`config.mk`:
```
export PLATFORM = sky130hd
export DESIGN_NAME = traffic_phase_sequencer_flat
export DESIGN_NICKNAME = d
export VERILOG_FILES = /design/src/rtl/traffic_phase_sequencer_pkg.sv /design/src/rtl/traffic_phase_sequencer_if.sv /design/src/rtl/traffic_phase_sequencer_timer.sv /design/src/rtl/traffic_phase_sequencer.sv /design/src/flat_wrapper.sv
export SDC_FILE = /design/constraint.sdc
export NUM_CORES = 1
export LEC_CHECK = 0
export CORE_MARGIN = 2
export CORE_UTILIZATION = 52
export DETAILED_ROUTE_END_ITERATION = 8
export GPL_TIMING_DRIVEN = 0
export PLACE_DENSITY = 0.82
export SETUP_SLACK_MARGIN = 0.15
export SLEW_MARGIN = 20
export SYNTH_ARGS = -nofsm -noshare
export SYNTH_HDL_FRONTEND = slang
export SYNTH_SLANG_ARGS = --single-unit
```
`constraint.sdc`:
```
create_clock -name clk -period 3.05 [get_ports clk]
set_clock_uncertainty 0.2 [all_clocks]
set_input_delay 0.61 -clock clk [delete_from_list [all_inputs] [get_ports clk]]
set_output_delay 0.61 -clock clk [all_outputs]
set_load 0.1 [all_outputs]
```
`src/rtl/traffic_phase_sequencer_pkg.sv`:
```
// ---------------------------------------------------------------------------
// traffic_phase_sequencer_pkg
// Shared definitions for the two-road intersection controller: state codes,
// lamp encodings ({R,Y,G} one-hot) and the direction constants used by the
// next-direction register.
// No ports (package).
// ---------------------------------------------------------------------------
package traffic_phase_sequencer_pkg;

    // State codes double as the debug phase output, so the values are fixed.
    // Code 7 is unused; the FSM treats it as a request to recover to ALL_RED.
    typedef enum logic [2:0] {
        ST_ALL_RED  = 3'd0,
        ST_NS_GRN   = 3'd1,
        ST_NS_YEL   = 3'd2,
        ST_EW_GRN   = 3'd3,
        ST_EW_YEL   = 3'd4,
        ST_PED_WALK = 3'd5,
        ST_NIGHT    = 3'd6
    } state_t;

    localparam logic [2:0] LAMP_RED = 3'b100;
    localparam logic [2:0] LAMP_YEL = 3'b010;
    localparam logic [2:0] LAMP_GRN = 3'b001;
    localparam logic [2:0] LAMP_OFF = 3'b000;

    localparam logic DIR_NS = 1'b0;
    localparam logic DIR_EW = 1'b1;

    function automatic logic is_green(input state_t s);
        return (s == ST_NS_GRN) || (s == ST_EW_GRN);
    endfunction

endpackage

```
`src/rtl/traffic_phase_sequencer_if.sv`:
```
// ---------------------------------------------------------------------------
// traffic_phase_sequencer_if
// Groups the controller's functional I/O.
//   tick       : 1-cycle timebase strobe (master -> slave)
//   ped_req    : debounced pedestrian button pulse (master -> slave)
//   night_mode : level request for flashing mode (master -> slave)
//   ns_light   : NS lamps {R,Y,G} (slave -> master)
//   ew_light   : EW lamps {R,Y,G} (slave -> master)
//   walk       : pedestrian walk lamp (slave -> master)
//   ped_ack    : registered echo of ped_req (slave -> master)
//   phase      : current state code (slave -> master)
// The controller connects through the slave modport; whoever drives the
// strobes and watches the lamps uses the master modport.
// ---------------------------------------------------------------------------
interface traffic_phase_sequencer_if;
    logic       tick;
    logic       ped_req;
    logic       night_mode;
    logic [2:0] ns_light;
    logic [2:0] ew_light;
    logic       walk;
    logic       ped_ack;
    logic [2:0] phase;

    modport master (
        output tick, ped_req, night_mode,
        input  ns_light, ew_light, walk, ped_ack, phase
    );

    modport slave (
        input  tick, ped_req, night_mode,
        output ns_light, ew_light, walk, ped_ack, phase
    );
endinterface

```
`src/rtl/traffic_phase_sequencer_timer.sv`:
```
// ---------------------------------------------------------------------------
// traffic_phase_sequencer_timer
// Phase timer: counts tick pulses since the last clear. o_done flags the tick
// that completes the phase (count already at the last value), so the FSM can
// leave the state on the same clock edge that samples that tick.
//   clk     : system clock
//   rst     : synchronous active-low reset
//   i_clr   : clear the count (asserted on every state entry)
//   i_tick  : timebase strobe
//   i_last  : last count value of the phase (phase length - 1)
//   o_done  : combinational, i_tick and count == i_last
// ---------------------------------------------------------------------------
module traffic_phase_sequencer_timer #(
    parameter int CNT_W = 4
) (
    input  logic             clk,
    input  logic             rst,
    input  logic             i_clr,
    input  logic             i_tick,
    input  logic [CNT_W-1:0] i_last,
    output logic             o_done
);

    logic [CNT_W-1:0] r_cnt;

    always_ff @(posedge clk) begin
        if (!rst || i_clr) begin
            r_cnt <= '0;
        end else if (i_tick) begin
            r_cnt <= r_cnt + CNT_W'(1);
        end
    end

    assign o_done = i_tick && (r_cnt == i_last);

endmodule

```
`src/rtl/traffic_phase_sequencer.sv`:
```
// ---------------------------------------------------------------------------
// traffic_phase_sequencer
// Two-road (NS/EW) intersection controller. Cycles green/yellow/all-red,
// inserts a pedestrian walk phase on request and enters a flashing night
// mode. All time is measured in tick pulses; lamps are decoded from
// registered state only, so there is no input-to-output combinational path.
//   clk     : system clock
//   rst     : synchronous active-low reset
//   bus     : slave side of traffic_phase_sequencer_if
//             (tick, ped_req, night_mode in; ns_light, ew_light, walk,
//              ped_ack, phase out)
// Parameters: T_GREEN/T_YELLOW/T_ALLRED/T_WALK ticks per phase (each in
// 1..2**CNT_W), CNT_W phase counter width.
// ---------------------------------------------------------------------------
module traffic_phase_sequencer
    import traffic_phase_sequencer_pkg::*;
#(
    parameter int T_GREEN  = 6,
    parameter int T_YELLOW = 3,
    parameter int T_ALLRED = 1,
    parameter int T_WALK   = 4,
    parameter int CNT_W    = 4
) (
    input  logic                      clk,
    input  logic                      rst,
    traffic_phase_sequencer_if.slave  bus
);

    localparam logic [CNT_W-1:0] LAST_GREEN  = CNT_W'(T_GREEN  - 1);
    localparam logic [CNT_W-1:0] LAST_YELLOW = CNT_W'(T_YELLOW - 1);
    localparam logic [CNT_W-1:0] LAST_ALLRED = CNT_W'(T_ALLRED - 1);
    localparam logic [CNT_W-1:0] LAST_WALK   = CNT_W'(T_WALK   - 1);

    state_t           r_state;
    state_t           w_state_nxt;
    logic             r_next_dir;
    logic             r_flash;
    logic             r_ped_pending;
    logic             r_ped_ack;
    logic [CNT_W-1:0] w_last;
    logic             w_done;
    logic             w_clr;
    logic             w_entering;
    logic [2:0]       w_ns;
    logic [2:0]       w_ew;
    logic             w_walk;

    // Night mode ignores the counter, so it is held clear there to keep it
    // from free-running.
    assign w_entering = (w_state_nxt != r_state);
    assign w_clr      = w_entering || (r_state == ST_NIGHT);

    traffic_phase_sequencer_timer #(
        .CNT_W (CNT_W)
    ) u_timer (
        .clk    (clk),
        .rst    (rst),
        .i_clr  (w_clr),
        .i_tick (bus.tick),
        .i_last (w_last),
        .o_done (w_done)
    );

    // Phase length lookup, kept separate from the next-state logic so the
    // timer's done flag does not feed back into the block that selects it.
    always_comb begin
        w_last = LAST_ALLRED;
        case (r_state)
            ST_NS_GRN, ST_EW_GRN:  w_last = LAST_GREEN;
            ST_NS_YEL, ST_EW_YEL:  w_last = LAST_YELLOW;
            ST_PED_WALK:           w_last = LAST_WALK;
            ST_NIGHT:              w_last = '0;
            default:               w_last = LAST_ALLRED;
        endcase
    end

    always_ff @(posedge clk) begin
        if (!rst) begin
            r_state <= ST_ALL_RED;
        end else begin
            r_state <= w_state_nxt;
        end
    end

    always_comb begin
        w_state_nxt = r_state;
        case (r_state)
            ST_ALL_RED: begin
                if (w_done) begin
                    if (bus.night_mode) begin
                        w_state_nxt = ST_NIGHT;
                    end else if (r_ped_pending) begin
                        w_state_nxt = ST_PED_WALK;
                    end else begin
                        w_state_nxt = (r_next_dir == DIR_NS) ? ST_NS_GRN : ST_EW_GRN;
                    end
                end
            end
            ST_NS_GRN:   if (w_done) w_state_nxt = ST_NS_YEL;
            ST_NS_YEL:   if (w_done) w_state_nxt = ST_ALL_RED;
            ST_EW_GRN:   if (w_done) w_state_nxt = ST_EW_YEL;
            ST_EW_YEL:   if (w_done) w_state_nxt = ST_ALL_RED;
            ST_PED_WALK: begin
                // Walk already has both roads red, so go straight to green.
                if (w_done) begin
                    w_state_nxt = (r_next_dir == DIR_NS) ? ST_NS_GRN : ST_EW_GRN;
                end
            end
            ST_NIGHT: begin
                if (bus.tick && !bus.night_mode) w_state_nxt = ST_ALL_RED;
            end
            default:     w_state_nxt = ST_ALL_RED;
        endcase
    end

    always_ff @(posedge clk) begin
        if (!rst) begin
            r_next_dir    <= DIR_NS;
            r_flash       <= 1'b0;
            r_ped_pending <= 1'b0;
            r_ped_ack     <= 1'b0;
        end else begin
            r_ped_ack <= bus.ped_req;

            // Entering walk consumes the request; a press on that same edge
            // is treated as already served.
            if (w_entering && (w_state_nxt == ST_PED_WALK)) begin
                r_ped_pending <= 1'b0;
            end else if (bus.ped_req) begin
                r_ped_pending <= 1'b1;
            end

            // Leaving night always restarts the day cycle on NS.
            if (w_entering && is_green(w_state_nxt)) begin
                r_next_dir <= ~r_next_dir;
            end else if ((r_state == ST_NIGHT) && w_entering) begin
                r_next_dir <= DIR_NS;
            end

            if (w_entering && (w_state_nxt == ST_NIGHT)) begin
                r_flash <= 1'b1;
            end else if ((r_state == ST_NIGHT) && bus.tick) begin
                r_flash <= ~r_flash;
            end
        end
    end

    always_comb begin
        w_ns   = LAMP_RED;
        w_ew   = LAMP_RED;
        w_walk = 1'b0;
        case (r_state)
            ST_NS_GRN:   w_ns = LAMP_GRN;
            ST_NS_YEL:   w_ns = LAMP_YEL;
            ST_EW_GRN:   w_ew = LAMP_GRN;
            ST_EW_YEL:   w_ew = LAMP_YEL;
            ST_PED_WALK: w_walk = 1'b1;
            ST_NIGHT: begin
                w_ns = r_flash ? LAMP_YEL : LAMP_OFF;
                w_ew = r_flash ? LAMP_RED : LAMP_OFF;
            end
            default: begin
                w_ns = LAMP_RED;
                w_ew = LAMP_RED;
            end
        endcase
    end

    assign bus.ns_light = w_ns;
    assign bus.ew_light = w_ew;
    assign bus.walk     = w_walk;
    assign bus.ped_ack  = r_ped_ack;
    assign bus.phase    = r_state;

endmodule

```
`src/flat_wrapper.sv`:
```
// flat-port wrapper written by rule: the top's interface ports become plain ports
module traffic_phase_sequencer_flat import traffic_phase_sequencer_pkg::*;
#(
    parameter int T_GREEN  = 6,
    parameter int T_YELLOW = 3,
    parameter int T_ALLRED = 1,
    parameter int T_WALK   = 4,
    parameter int CNT_W    = 4
)
  (clk, rst, bus_tick, bus_ped_req, bus_night_mode, bus_ns_light, bus_ew_light, bus_walk, bus_ped_ack, bus_phase);
  traffic_phase_sequencer_if bus_i ();
  input  logic clk;
  input  logic rst;
  input wire logic [$bits(bus_i.tick)-1:0] bus_tick;
  input wire logic [$bits(bus_i.ped_req)-1:0] bus_ped_req;
  input wire logic [$bits(bus_i.night_mode)-1:0] bus_night_mode;
  output wire logic [$bits(bus_i.ns_light)-1:0] bus_ns_light;
  output wire logic [$bits(bus_i.ew_light)-1:0] bus_ew_light;
  output wire logic [$bits(bus_i.walk)-1:0] bus_walk;
  output wire logic [$bits(bus_i.ped_ack)-1:0] bus_ped_ack;
  output wire logic [$bits(bus_i.phase)-1:0] bus_phase;
  assign bus_i.tick = bus_tick;
  assign bus_i.ped_req = bus_ped_req;
  assign bus_i.night_mode = bus_night_mode;
  assign bus_ns_light = bus_i.ns_light;
  assign bus_ew_light = bus_i.ew_light;
  assign bus_walk = bus_i.walk;
  assign bus_ped_ack = bus_i.ped_ack;
  assign bus_phase = bus_i.phase;
  traffic_phase_sequencer #(.T_GREEN(T_GREEN), .T_YELLOW(T_YELLOW), .T_ALLRED(T_ALLRED), .T_WALK(T_WALK), .CNT_W(CNT_W)) u_core (.clk(clk), .rst(rst), .bus(bus_i));
endmodule
```
==> impl_metrics.toml <==
[timing]
fin_ws_ns = 0.237
hold_viol = 0
worst_pin_slew_ns = 0.976
timing.slew.headroom_pct = 34.7
finalCriticalPeriod_ns = 2.81
final_max_slew_viol_count = 0
fmax_mhz = 356
whs_ns = 0.360
setup_viol_count_final = 0
finalCritPeriodShare_pct = 92.2
rsz0062_at_grt = "no"
tns_ns = 0

[drt]
drt-pass1-iter-count = 4
wire_per_inst_um = 14.4
ant_nets = 0
vias = 738
drtIter0Drc = 23
via_per_inst = 5.86
wl_mm = 1.81
drc = 0

[clocking]
insertion_delay_ns = 0.28
cts-root-buf = "clkbuf_4"
clkTransAtPathRegs_ns = 0.08
numCtsBuffers = 3
clock-sinks = 11
post-cts-setup-buffers = 0
ctsResizeCount = 16
cts_tree = "done"
cts_max_level = 1
cts.path.max_buffers = 2
cts_hold_buf = 0

[global_route]
antenna_found_initial = 0
grt_max_degree = 11
grt_overflow = 0
grtUsageTotal_pct = 22.4
grt_pass1_wl_mm = 3.06
first_global_vias = 709

[hold_path]
min_path_type = "reg -> reg"
min_from = "u_core.r_next_dir"

[final_layout]
fin_nets = 118
drive_gt1_share_pct = 24.3
layout_common_cells = "8 x dfxtp_1, 7 x nor2_1, 7 x clkdlybuf4s50_1, 6 x buf_2, 6 x and2_1"
layout_commonest_cell = "dfxtp_1"
syn_to_final_growth_pct = 31.8
fin_util_pct = 74.1
multi_input_area_um2 = 533
filler_cell_count = 97
regArea_um2 = 226
antenna_cells = 0

[placed_design]
gp_congestion = 0.921
hpwlAfterDp_mm = 1.33
dp_slack_ns = -0.0746
portBuffers = 14

[setup_path]
required_ns = 2.24
ff2ff_setup_slack_ns = 0.73
r2r_cells = 7
crit_path_start = "u_core.bus.phase[1]"
worstReg2RegStart = "u_core.bus.phase[2]"
timing.rr.end = "u_core.r_next_dir"
cp-end-kind = "primary output"
cp_max_fo = 10
start_kind = "flop"
cp.arrival_ns = 2.00
critPathKind = "reg -> out"
crit_path_end = "bus_ew_light[2]"

[floorplanning]
initial_utilization_pct = 56.2
ios = 16
fp.coreArea_um2 = 1320
rows = 13
die-area_um2 = 1740
die_h_um = 41.7
die_x_um = 41.7

[synthesis]
syn-cell-area_um2 = 741
ys_types = 36
syn_inst = 93
yosys_warnings = 0
syn_avg_cell_area_um2 = 7.96
synth_seq_area_share_pct = 29.7
async_flop_share_pct = 0
synth_ff_type = "dfxtp_1"
synth_edf_count = 0
synth-seq-cells = 11
synth_fp_nets = 99

[pwr]
power_density_nw_per_um2 = 1030
ir_drop_v = 0.000622
power_uw = 1010
p_leak_uw = 0.000394

[status]
outcome = "completed"

[flow_run]
maxCapViolCount = 0
cells in the mapped netlist, types with 2 or more instances:
cell type  number  share of area (%)
a211o_1         2                2.4
a21oi_1         6                4.1
and2_1          6                5.1
buf_2           4                2.7
clkbuf_1        2                1.0
dfxtp_1        11                 30
inv_1           2                1.0
nand2_1         4                2.0
nand2b_1        2                1.7
nand4_1         2                1.7
nand4b_1        2                2.4
nor2_1          9                4.6
nor2b_1         4                3.4
nor3_1          4                2.7
nor4_1          2                1.7
o211a_1         2                2.7
o211ai_1        3                3.0
o21ai_0         4                2.7
xnor2_1         3                3.5
xor2_1          3                3.5
cell type report:
class | instances | share of cell area (%)
repair buffers | 14 | 12.6
well taps | 15 | 1.92
inverters | 3 | 1.15
multi-input cells | 71 | 54.6
flip-flops and latches | 11 | 23.2
clock buffers | 4 | 2.69
plain buffers | 8 | 3.85
registers in the layout, summed over array words and instances, names as in the netlist:
signal / cells
u_core.r_next_dir: 1
u_core.u_timer.r_cnt: 4
u_core.bus.ped_ack: 1
u_core.bus.phase: 3
u_core.r_ped_pending: 1
u_core.r_flash: 1
cells by family after synthesis:
kind of cell	count (synthesis)	synth area share, %
xor+xnor	6	7.10
compound gates	27	27.5
fa+ha+maj	1	1.69
mux	1	1.35
buf+inv	11	6.42
simple gates	36	26.2
flops	11	29.7
critical path, stage by stage, from the launching register on:
cell and delay, ns:
dfxtp_4 0.34, buf_2 0.19, buf_2 0.34, a21oi_1 0.16, a21oi_4 0.15, clkdlybuf4s18_2 0.54
power by group:
| group | switching [uW] | internal [uW] | total [uW] |
|---|---|---|---|
| registers | 24.7 | 174 | 198 |
| logic | 509 | 194 | 703 |
| clock network | 55.3 | 50.8 | 106 |
| total | 589 | 418 | 1010 |
routing by layer:
metal  up-vias  part of all wire (%)  track usage, %
li1        378                     -               -
met1       338                    45            29.9
met2        20                    48            36.3
met3         2                   5.8            4.78
met4         0                   1.2            5.81
met5         -                     0               0
per-stage QoR:
stage               std cells  area [um2]
floorplan                  93         808
global placement          122         967
detailed placement        122         967
CTS                       126         996
global route              126         976
finish                    126         976
worst min-delay path by stage:
stage / end / slack, ns / cells after the start
finish: u_core.r_next_dir / 0.36 / 2
global placement: u_core.u_timer.r_cnt[3] / 0.29 / 2
detailed placement: u_core.u_timer.r_cnt[3] / 0.34 / 2
global route: u_core.r_next_dir / 0.39 / 2
CTS: u_core.u_timer.r_cnt[3] / 0.36 / 2
floorplan: u_core.u_timer.r_cnt[3] / 0.27 / 2
Power figures use the tool's default switching activity.
